<file path="config.mk">
export PLATFORM = sky130hd
export DESIGN_NAME = apb_master
export DESIGN_NICKNAME = d
export VERILOG_FILES = /design/src/rtl/apb_pkg.sv /design/src/rtl/apb_timeout_cnt.sv /design/src/rtl/apb_master.sv
export SDC_FILE = /design/constraint.sdc
export NUM_CORES = 1
export LEC_CHECK = 0
export BUFFER_PORTS_ARGS = -buffer_cell sky130_fd_sc_hd__buf_2
export CAP_MARGIN = 25
export CORE_ASPECT_RATIO = 0.5
export CORE_MARGIN = 4
export CORE_UTILIZATION = 34
export CTS_CLUSTER_SIZE = 24
export DETAILED_ROUTE_END_ITERATION = 6
export PLACE_DENSITY = 0.68
export SYNTH_ARGS = -nofsm -noshare
export SYNTH_HDL_FRONTEND = slang
export SYNTH_SLANG_ARGS = --single-unit
</file>
<file path="constraint.sdc">
create_clock -name clk -period 2.9 [get_ports clk]
set_input_delay 0.58 -clock clk [delete_from_list [all_inputs] [get_ports clk]]
set_output_delay 0.58 -clock clk [all_outputs]
set_load 0.005 [all_outputs]
</file>
<file path="src/rtl/apb_pkg.sv">
// rtl/apb_pkg.sv - shared APB requester types: FSM state encoding and bus widths
package apb_pkg;

  localparam int APB_ADDR_W = 32;
  localparam int APB_DATA_W = 32;

  typedef enum logic [1:0] {
    IDLE   = 2'd0,
    SETUP  = 2'd1,
    ACCESS = 2'd2
  } apb_state_e;

  // Read data is only meaningful for an error-free read; everything else reports zero.
  function automatic logic [APB_DATA_W-1:0] rsp_data_sel(
    input logic                  write,
    input logic                  slverr,
    input logic [APB_DATA_W-1:0] prdata
  );
    return (!write && !slverr) ? prdata : '0;
  endfunction

endpackage

</file>
<file path="src/rtl/apb_timeout_cnt.sv">
// rtl/apb_timeout_cnt.sv - consecutive wait-cycle counter; expired flags the LIMIT-th enabled cycle
module apb_timeout_cnt #(
  parameter int LIMIT = 16
) (
  input  logic clk,
  input  logic rst_n,
  input  logic clear,
  input  logic enable,
  output logic expired
);

  localparam int W = (LIMIT < 2) ? 1 : $clog2(LIMIT + 1);

  logic [W-1:0] count;

  always_ff @(posedge clk or negedge rst_n) begin
    if (!rst_n) begin
      count <= '0;
    end else if (clear) begin
      count <= '0;
    end else if (enable) begin
      count <= count + 1'b1;
    end
  end

  // Combinational so the FSM leaves ACCESS on the same edge the limit is reached.
  assign expired = enable && (count == W'(LIMIT - 1));

endmodule

</file>
<file path="src/rtl/apb_master.sv">
// rtl/apb_master.sv - command-to-APB requester (IDLE/SETUP/ACCESS FSM)
// Optional ACCESS-phase timeout enabled by defining APB_MASTER_TIMEOUT_EN.
module apb_master
  import apb_pkg::*;
#(
  parameter int TIMEOUT_CYCLES = 16
) (
  input  logic                  clk,
  input  logic                  rst_n,
  input  logic                  cmd_valid,
  output logic                  cmd_ready,
  input  logic                  cmd_write,
  input  logic [APB_ADDR_W-1:0] cmd_addr,
  input  logic [APB_DATA_W-1:0] cmd_wdata,
  output logic                  rsp_valid,
  output logic [APB_DATA_W-1:0] rsp_rdata,
  output logic                  rsp_err,
  output logic                  rsp_timeout,
  output logic                  PSEL,
  output logic                  PENABLE,
  output logic                  PWRITE,
  output logic [APB_ADDR_W-1:0] PADDR,
  output logic [APB_DATA_W-1:0] PWDATA,
  input  logic                  PREADY,
  input  logic                  PSLVERR,
  input  logic [APB_DATA_W-1:0] PRDATA
);

  if (TIMEOUT_CYCLES < 1) begin : g_bad_timeout
    $error("apb_master: TIMEOUT_CYCLES must be at least 1");
  end

  apb_state_e state_q;
  apb_state_e state_d;
  logic       cmd_accept;
  logic       xfer_done;
  logic       timeout_hit;

  assign cmd_accept = cmd_valid && cmd_ready;
  assign xfer_done  = (state_q == ACCESS) && PREADY;

`ifdef APB_MASTER_TIMEOUT_EN
  logic to_clear;
  logic to_enable;
  logic to_expired;

  assign to_clear  = (state_q == SETUP);
  assign to_enable = (state_q == ACCESS) && !PREADY;

  apb_timeout_cnt #(
    .LIMIT (TIMEOUT_CYCLES)
  ) u_timeout_cnt (
    .clk     (clk),
    .rst_n   (rst_n),
    .clear   (to_clear),
    .enable  (to_enable),
    .expired (to_expired)
  );

  // to_enable already excludes PREADY, so a completing cycle can never also time out.
  assign timeout_hit = to_expired;
`else
  assign timeout_hit = 1'b0;
`endif

  always_ff @(posedge clk or negedge rst_n) begin
    if (!rst_n) begin
      state_q <= IDLE;
    end else begin
      state_q <= state_d;
    end
  end

  always_comb begin
    state_d = state_q;
    case (state_q)
      IDLE:    if (cmd_valid) state_d = SETUP;
      SETUP:   state_d = ACCESS;
      ACCESS:  if (PREADY || timeout_hit) state_d = IDLE;
      default: state_d = IDLE;
    endcase
  end

  always_comb begin
    cmd_ready = 1'b0;
    PSEL      = 1'b0;
    PENABLE   = 1'b0;
    case (state_q)
      IDLE:    cmd_ready = 1'b1;
      SETUP:   PSEL      = 1'b1;
      ACCESS: begin
        PSEL    = 1'b1;
        PENABLE = 1'b1;
      end
      default: cmd_ready = 1'b0;
    endcase
  end

  // Address phase signals only change on acceptance, so they hold through the transfer and after.
  always_ff @(posedge clk or negedge rst_n) begin
    if (!rst_n) begin
      PWRITE <= 1'b0;
      PADDR  <= '0;
      PWDATA <= '0;
    end else if (cmd_accept) begin
      PWRITE <= cmd_write;
      PADDR  <= cmd_addr;
      PWDATA <= cmd_wdata;
    end
  end

  always_ff @(posedge clk or negedge rst_n) begin
    if (!rst_n) begin
      rsp_valid <= 1'b0;
      rsp_rdata <= '0;
      rsp_err   <= 1'b0;
    end else begin
      rsp_valid <= xfer_done || timeout_hit;
      if (xfer_done) begin
        rsp_rdata <= rsp_data_sel(PWRITE, PSLVERR, PRDATA);
        rsp_err   <= PSLVERR;
      end else if (timeout_hit) begin
        rsp_rdata <= '0;
        rsp_err   <= 1'b1;
      end
    end
  end

`ifdef APB_MASTER_TIMEOUT_EN
  always_ff @(posedge clk or negedge rst_n) begin
    if (!rst_n) begin
      rsp_timeout <= 1'b0;
    end else if (xfer_done) begin
      rsp_timeout <= 1'b0;
    end else if (timeout_hit) begin
      rsp_timeout <= 1'b1;
    end
  end
`else
  assign rsp_timeout = 1'b0;
`endif

endmodule

</file>
# Word level (Yosys, flattened, before mapping)

Index checks and enable logic that the tools add are counted.

Bits in registers: 101
Bits in latches: 0
RAM bits: 0
Memory bits (read-only): 0
Input bits: 102
Output and inout bits: 103
Logic and storage cells: 26
Memories kept: 0

Add/subtract/negate cells: 0
Multiply operators: 0
Divide/modulo/power cells: 0
Order comparisons: 0
Equality and inequality tests: 4
Shift-type cells: 0
Mux-type cells: 7
Bitwise logic cells: 0
Reductions and logical operators: 8

Operator list:

| kind                 | number |
|---|---|
| $mux W32             | 1 |
| $pmux W2 S3          | 1 |
| $mux W2              | 2 |
| $ne A2 B2 Y1 const B | 2 |
| $logic_and A1 B1 Y1  | 3 |
| $mux W1              | 3 |
| $eq A2 B1 Y1 const B | 1 |
| $eq A2 B2 Y1 const B | 1 |
| $logic_not A1 Y1     | 2 |
| $logic_not A2 Y1     | 1 |
| $reduce_and A2 Y1    | 1 |
| $reduce_or A2 Y1     | 1 |

# Longest topological paths before layout

Word-level depth: 3
Gate-level depth with buffers: 6

# Worst setup path before layout

No wires, ideal clock.

Path type: register to register
From: reg state_q[0]
To: reg PADDR[0]
Library setup time: 0.125 ns
Data arrival time: 1.321 ns
Required time: 2.775 ns
Setup slack: 1.454 ns
Cell stages (with the launch flop): 7
Path through: dfrtp_1 inv_1 ha_1 nand2_1 buf_6 buf_6 mux2_4

Word-level cells in the longest chain between the ends: 3

Ends and longest elaborated chain:

| element                  | line              | source |
|---|---|---|
| start: declaration       | apb_master.sv:33  | `apb_state_e state_q;` |
| start signal: assignment | apb_master.sv:70  | `state_q <= state_d;` |
| $logic_not A2 Y1         | apb_master.sv:88  | `case (state_q)` |
| $mux W1                  | apb_master.sv:88  |  |
| named net cmd_ready      | apb_master.sv:11  | `output logic cmd_ready,` |
| $logic_and A1 B1 Y1      | apb_master.sv:39  | `assign cmd_accept = cmd_valid && cmd_ready;` |
| end signal: assignment   | apb_master.sv:107 | `PADDR <= cmd_addr;` |
| end: declaration         | apb_master.sv:22  | `output logic [APB_ADDR_W-1:0] PADDR,` |

The timed path passes the listed nets, and every way through them passes these cells.
A chain may end at the register's enable or synchronous reset.

# Worst setup path in the final report

From: reg state_q[0]
To: reg PADDR[11]

Word-level cells in the longest chain between the ends: 3

Ends and longest elaborated chain:

| element             | line |
|---|---|
| $logic_not A2 Y1    | apb_master.sv:88 |
| $mux W1             | apb_master.sv:88 |
| $logic_and A1 B1 Y1 | apb_master.sv:39 |

Every way passes these cells.

==> results.py <==
metrics = {
    "outcome": {
        "status": "completed",
    },
    "die": {
        "placementRows": 27,
        "ios": 205,
        "die-area_um2": 13570,
        "floorplan.initialDensity_pct": 35.50,
        "core_area_um2": 11180,
        "die_y_um": 84.41,
        "fp.dieW_um": 160.8,
    },
    "clock_network": {
        "cts_root_buffer": "clkbuf_16",
        "cts_buffer_depth": 2,
        "cts_num_sinks": 101,
        "cts_hold_buf": 0,
        "htree_levels": 3,
        "cts_resized": 0,
        "clk_latency_ns": 0.34,
        "clk_pin_slew_ns": 0.07,
        "tritoncts": "built",
        "post-cts-setup-buffers": 0,
        "numCtsBuffers": 9,
    },
    "setup_path": {
        "end_kind": "flop",
        "cpLargestDelayFamily": "simple AND/OR/NAND/NOR gates",
        "crit_fanout": 34,
        "crit_type": "flop to flop",
        "path_cells": "inv_1, ha_1, nand2_4, buf_4, mux2_4",
        "cp_num_buf_inv": 2,
        "slowest_stage": "nand2_4",
        "r2r_setup_slack_ns": 0.97,
        "critPathArrivalTime_ns": 2.14,
        "max_stage_delay_ns": 0.46,
        "start_kind": "flop",
        "required_ns": 3.11,
    },
    "final_layout": {
        "nFillCells": 996,
        "area_delta_synth_final_pct": 38.35,
        "most-common-layout-cells": "202 x buf_2, 101 x dfrtp_1, 50 x mux2_4",
        "multi_input_area_um2": 1321,
        "postLayoutCoreUtil_pct": 49.12,
        "final_common_cell": "buf_2",
        "nNetsFinal": 539,
        "drive_gt1_share_pct": 66.82,
        "regArea_um2": 2527,
        "diodes": 0,
    },
    "place": {
        "dpl.hpwl_um": 7167,
        "port_buffers": 203,
        "dp_worst_setup_slack_ns": 0.9682,
        "gp_congestion": 0.7579,
    },
    "power_and_ir_drop": {
        "vdd_ir_drop_max_mv": 0.3605,
        "power.leakage_nw": 2.983,
        "p_per_area_nw_per_um2": 1080,
    },
    "synthesis": {
        "synthCells": 229,
        "yosysSeqAreaShare_pct": 63.66,
        "synthDistinctLibCells": 18,
        "syn_area_um2": 3970,
        "syn_avg_cell_area_um2": 17.34,
        "synth_nets": 334,
        "yosys_warnings": 0,
        "synth_seq_cells": 101,
    },
    "drt": {
        "firstDrtPassIters": 4,
        "routed_wl_um": 9581,
        "num_vias": 2612,
        "routedWlPerCell_um": 16.08,
        "viasPerCell": 4.383,
        "drc": 0,
        "drtIter0Drc": 125,
        "ant_nets": 0,
    },
    "sta": {
        "finalClockSkew_ns": 0.009842,
        "fin_crit_ns": 1.927,
        "slew_viol_final": 0,
        "setup_tns_ns": 0,
        "period_share_pct": 66.44,
        "fin_ws_ns": 0.9734,
        "hold_viol": 0,
        "setup_viol": 0,
        "tightest_slew_ns": 0.7542,
        "max_slew_margin_pct": 49.72,
        "clock.fmax_ghz": 0.5190,
        "rsz0062_at_grt": "no",
    },
    "job": {
        "maxCapViolCount": 0,
    },
    "global_route": {
        "first_global_vias": 2835,
        "grt_pass1_wl_um": 15480,
        "antenna_found_initial": 0,
        "grt_util_all_layers_pct": 14.48,
        "grt_overflow_total": 0,
        "grt_max_degree": 60,
    },
    "min_path": {
        "hold_class": "input pin to asynchronous set/reset pin",
    },
}
==> state kept, by name, summed over array words and instances, names as in the netlist <==
register,count
PADDR,32
PWDATA,32
PWRITE,1
rsp_err,1
rsp_rdata,32
rsp_valid,1
state_q,2
==> Yosys cell counts <==
| library cell | count | share of area (%) |
|---|---|---|
| a21oi_1 | 1 | 0.13 |
| a22o_1 | 32 | 7.1 |
| buf_2 | 1 | 0.13 |
| buf_4 | 4 | 0.76 |
| buf_6 | 6 | 1.7 |
| clkbuf_1 | 3 | 0.28 |
| conb_1 | 1 | 0.094 |
| dfrtp_1 | 101 | 64 |
| ha_1 | 3 | 0.95 |
| inv_1 | 4 | 0.38 |
| mux2_2 | 17 | 4.8 |
| mux2_4 | 50 | 19 |
| nand2_1 | 1 | 0.094 |
| nand2_2 | 1 | 0.16 |
| nor2b_1 | 1 | 0.16 |
| nor3_4 | 1 | 0.41 |
| o21a_1 | 1 | 0.19 |
| o21ai_0 | 1 | 0.13 |
==> worst register-to-register path, cell delays in order, from the launching register on <==
cell and delay, ns:
dfrtp_1 0.35, inv_1 0.07, ha_1 0.27, nand2_4 0.46, buf_4 0.33, mux2_4 0.32
==> path summary, 6_finish.rpt <==
| check | startpoint | depth (start not counted) | end |
|---|---|---|---|
| worst max-delay path | state_q[0]$_DFFE_PN0P_ | 5 | PADDR[11]$_DFFE_PN0P_ |
| worst min-delay path | rst_n | 1 | PADDR[28]$_DFFE_PN0P_ |
| worst max register to register | state_q[0]$_DFFE_PN0P_ | 5 | PADDR[11]$_DFFE_PN0P_ |
| worst min register to register | PADDR[24]$_DFFE_PN0P_ | 1 | PADDR[24]$_DFFE_PN0P_ |
| max in group asynchronous | rst_n | 2 | PADDR[17]$_DFFE_PN0P_ |
| min in group clk | PRDATA[18] | 2 | rsp_rdata[18]$_DFFE_PN0P_ |
==> report_power, final <==
part           leakage [nW]  total [mW]  switching (mW)  internal [mW]
sequential             1.25        2.40           0.343           2.06
clock                 0.161        1.36           0.498          0.857
combinational          1.58        2.17           0.817           1.35
==> layer usage <==
metal,wire [µm],up-vias,track usage (%)
li1,-,1224,-
met1,3566,1317,15.80
met2,5450,58,27.64
met3,416,13,4.022
met4,148,0,4.257
met5,0,-,0
==> kinds of logic after synthesis <==
| kind of cell | synth area share, % |
|---|---|
| simple gates | 0.8196 |
| other cells | 0.09446 |
| flops | 63.66 |
| buf+inv | 3.246 |
| mux | 23.73 |
| fa+ha+maj | 0.9456 |
| compound gates | 7.501 |
==> final cells by class <==
| type | instances | share of cell area [%] |
|---|---|---|
| flip-flops and latches | 101 | 46.01 |
| multi-input cells | 110 | 24.05 |
| repair buffers | 208 | 19.91 |
| clock buffers | 10 | 4.351 |
| well taps | 159 | 3.622 |
| clock inverters | 4 | 1.777 |
| inverters | 4 | 0.2733 |
==> stage by stage <==
step                total power [mW]  cell area (µm²)  hold slack, ns  std cells
global placement               4.572             5156          0.4829        582
finish                         5.932             5493          0.3095        596
detailed placement             4.635             5156          0.4863        582
floorplan                      3.661             3970          0.2844        229
CTS                            6.031             5493          0.3425        596
global route                   6.312             5493          0.3883        596
Power figures use the tool's default switching activity.
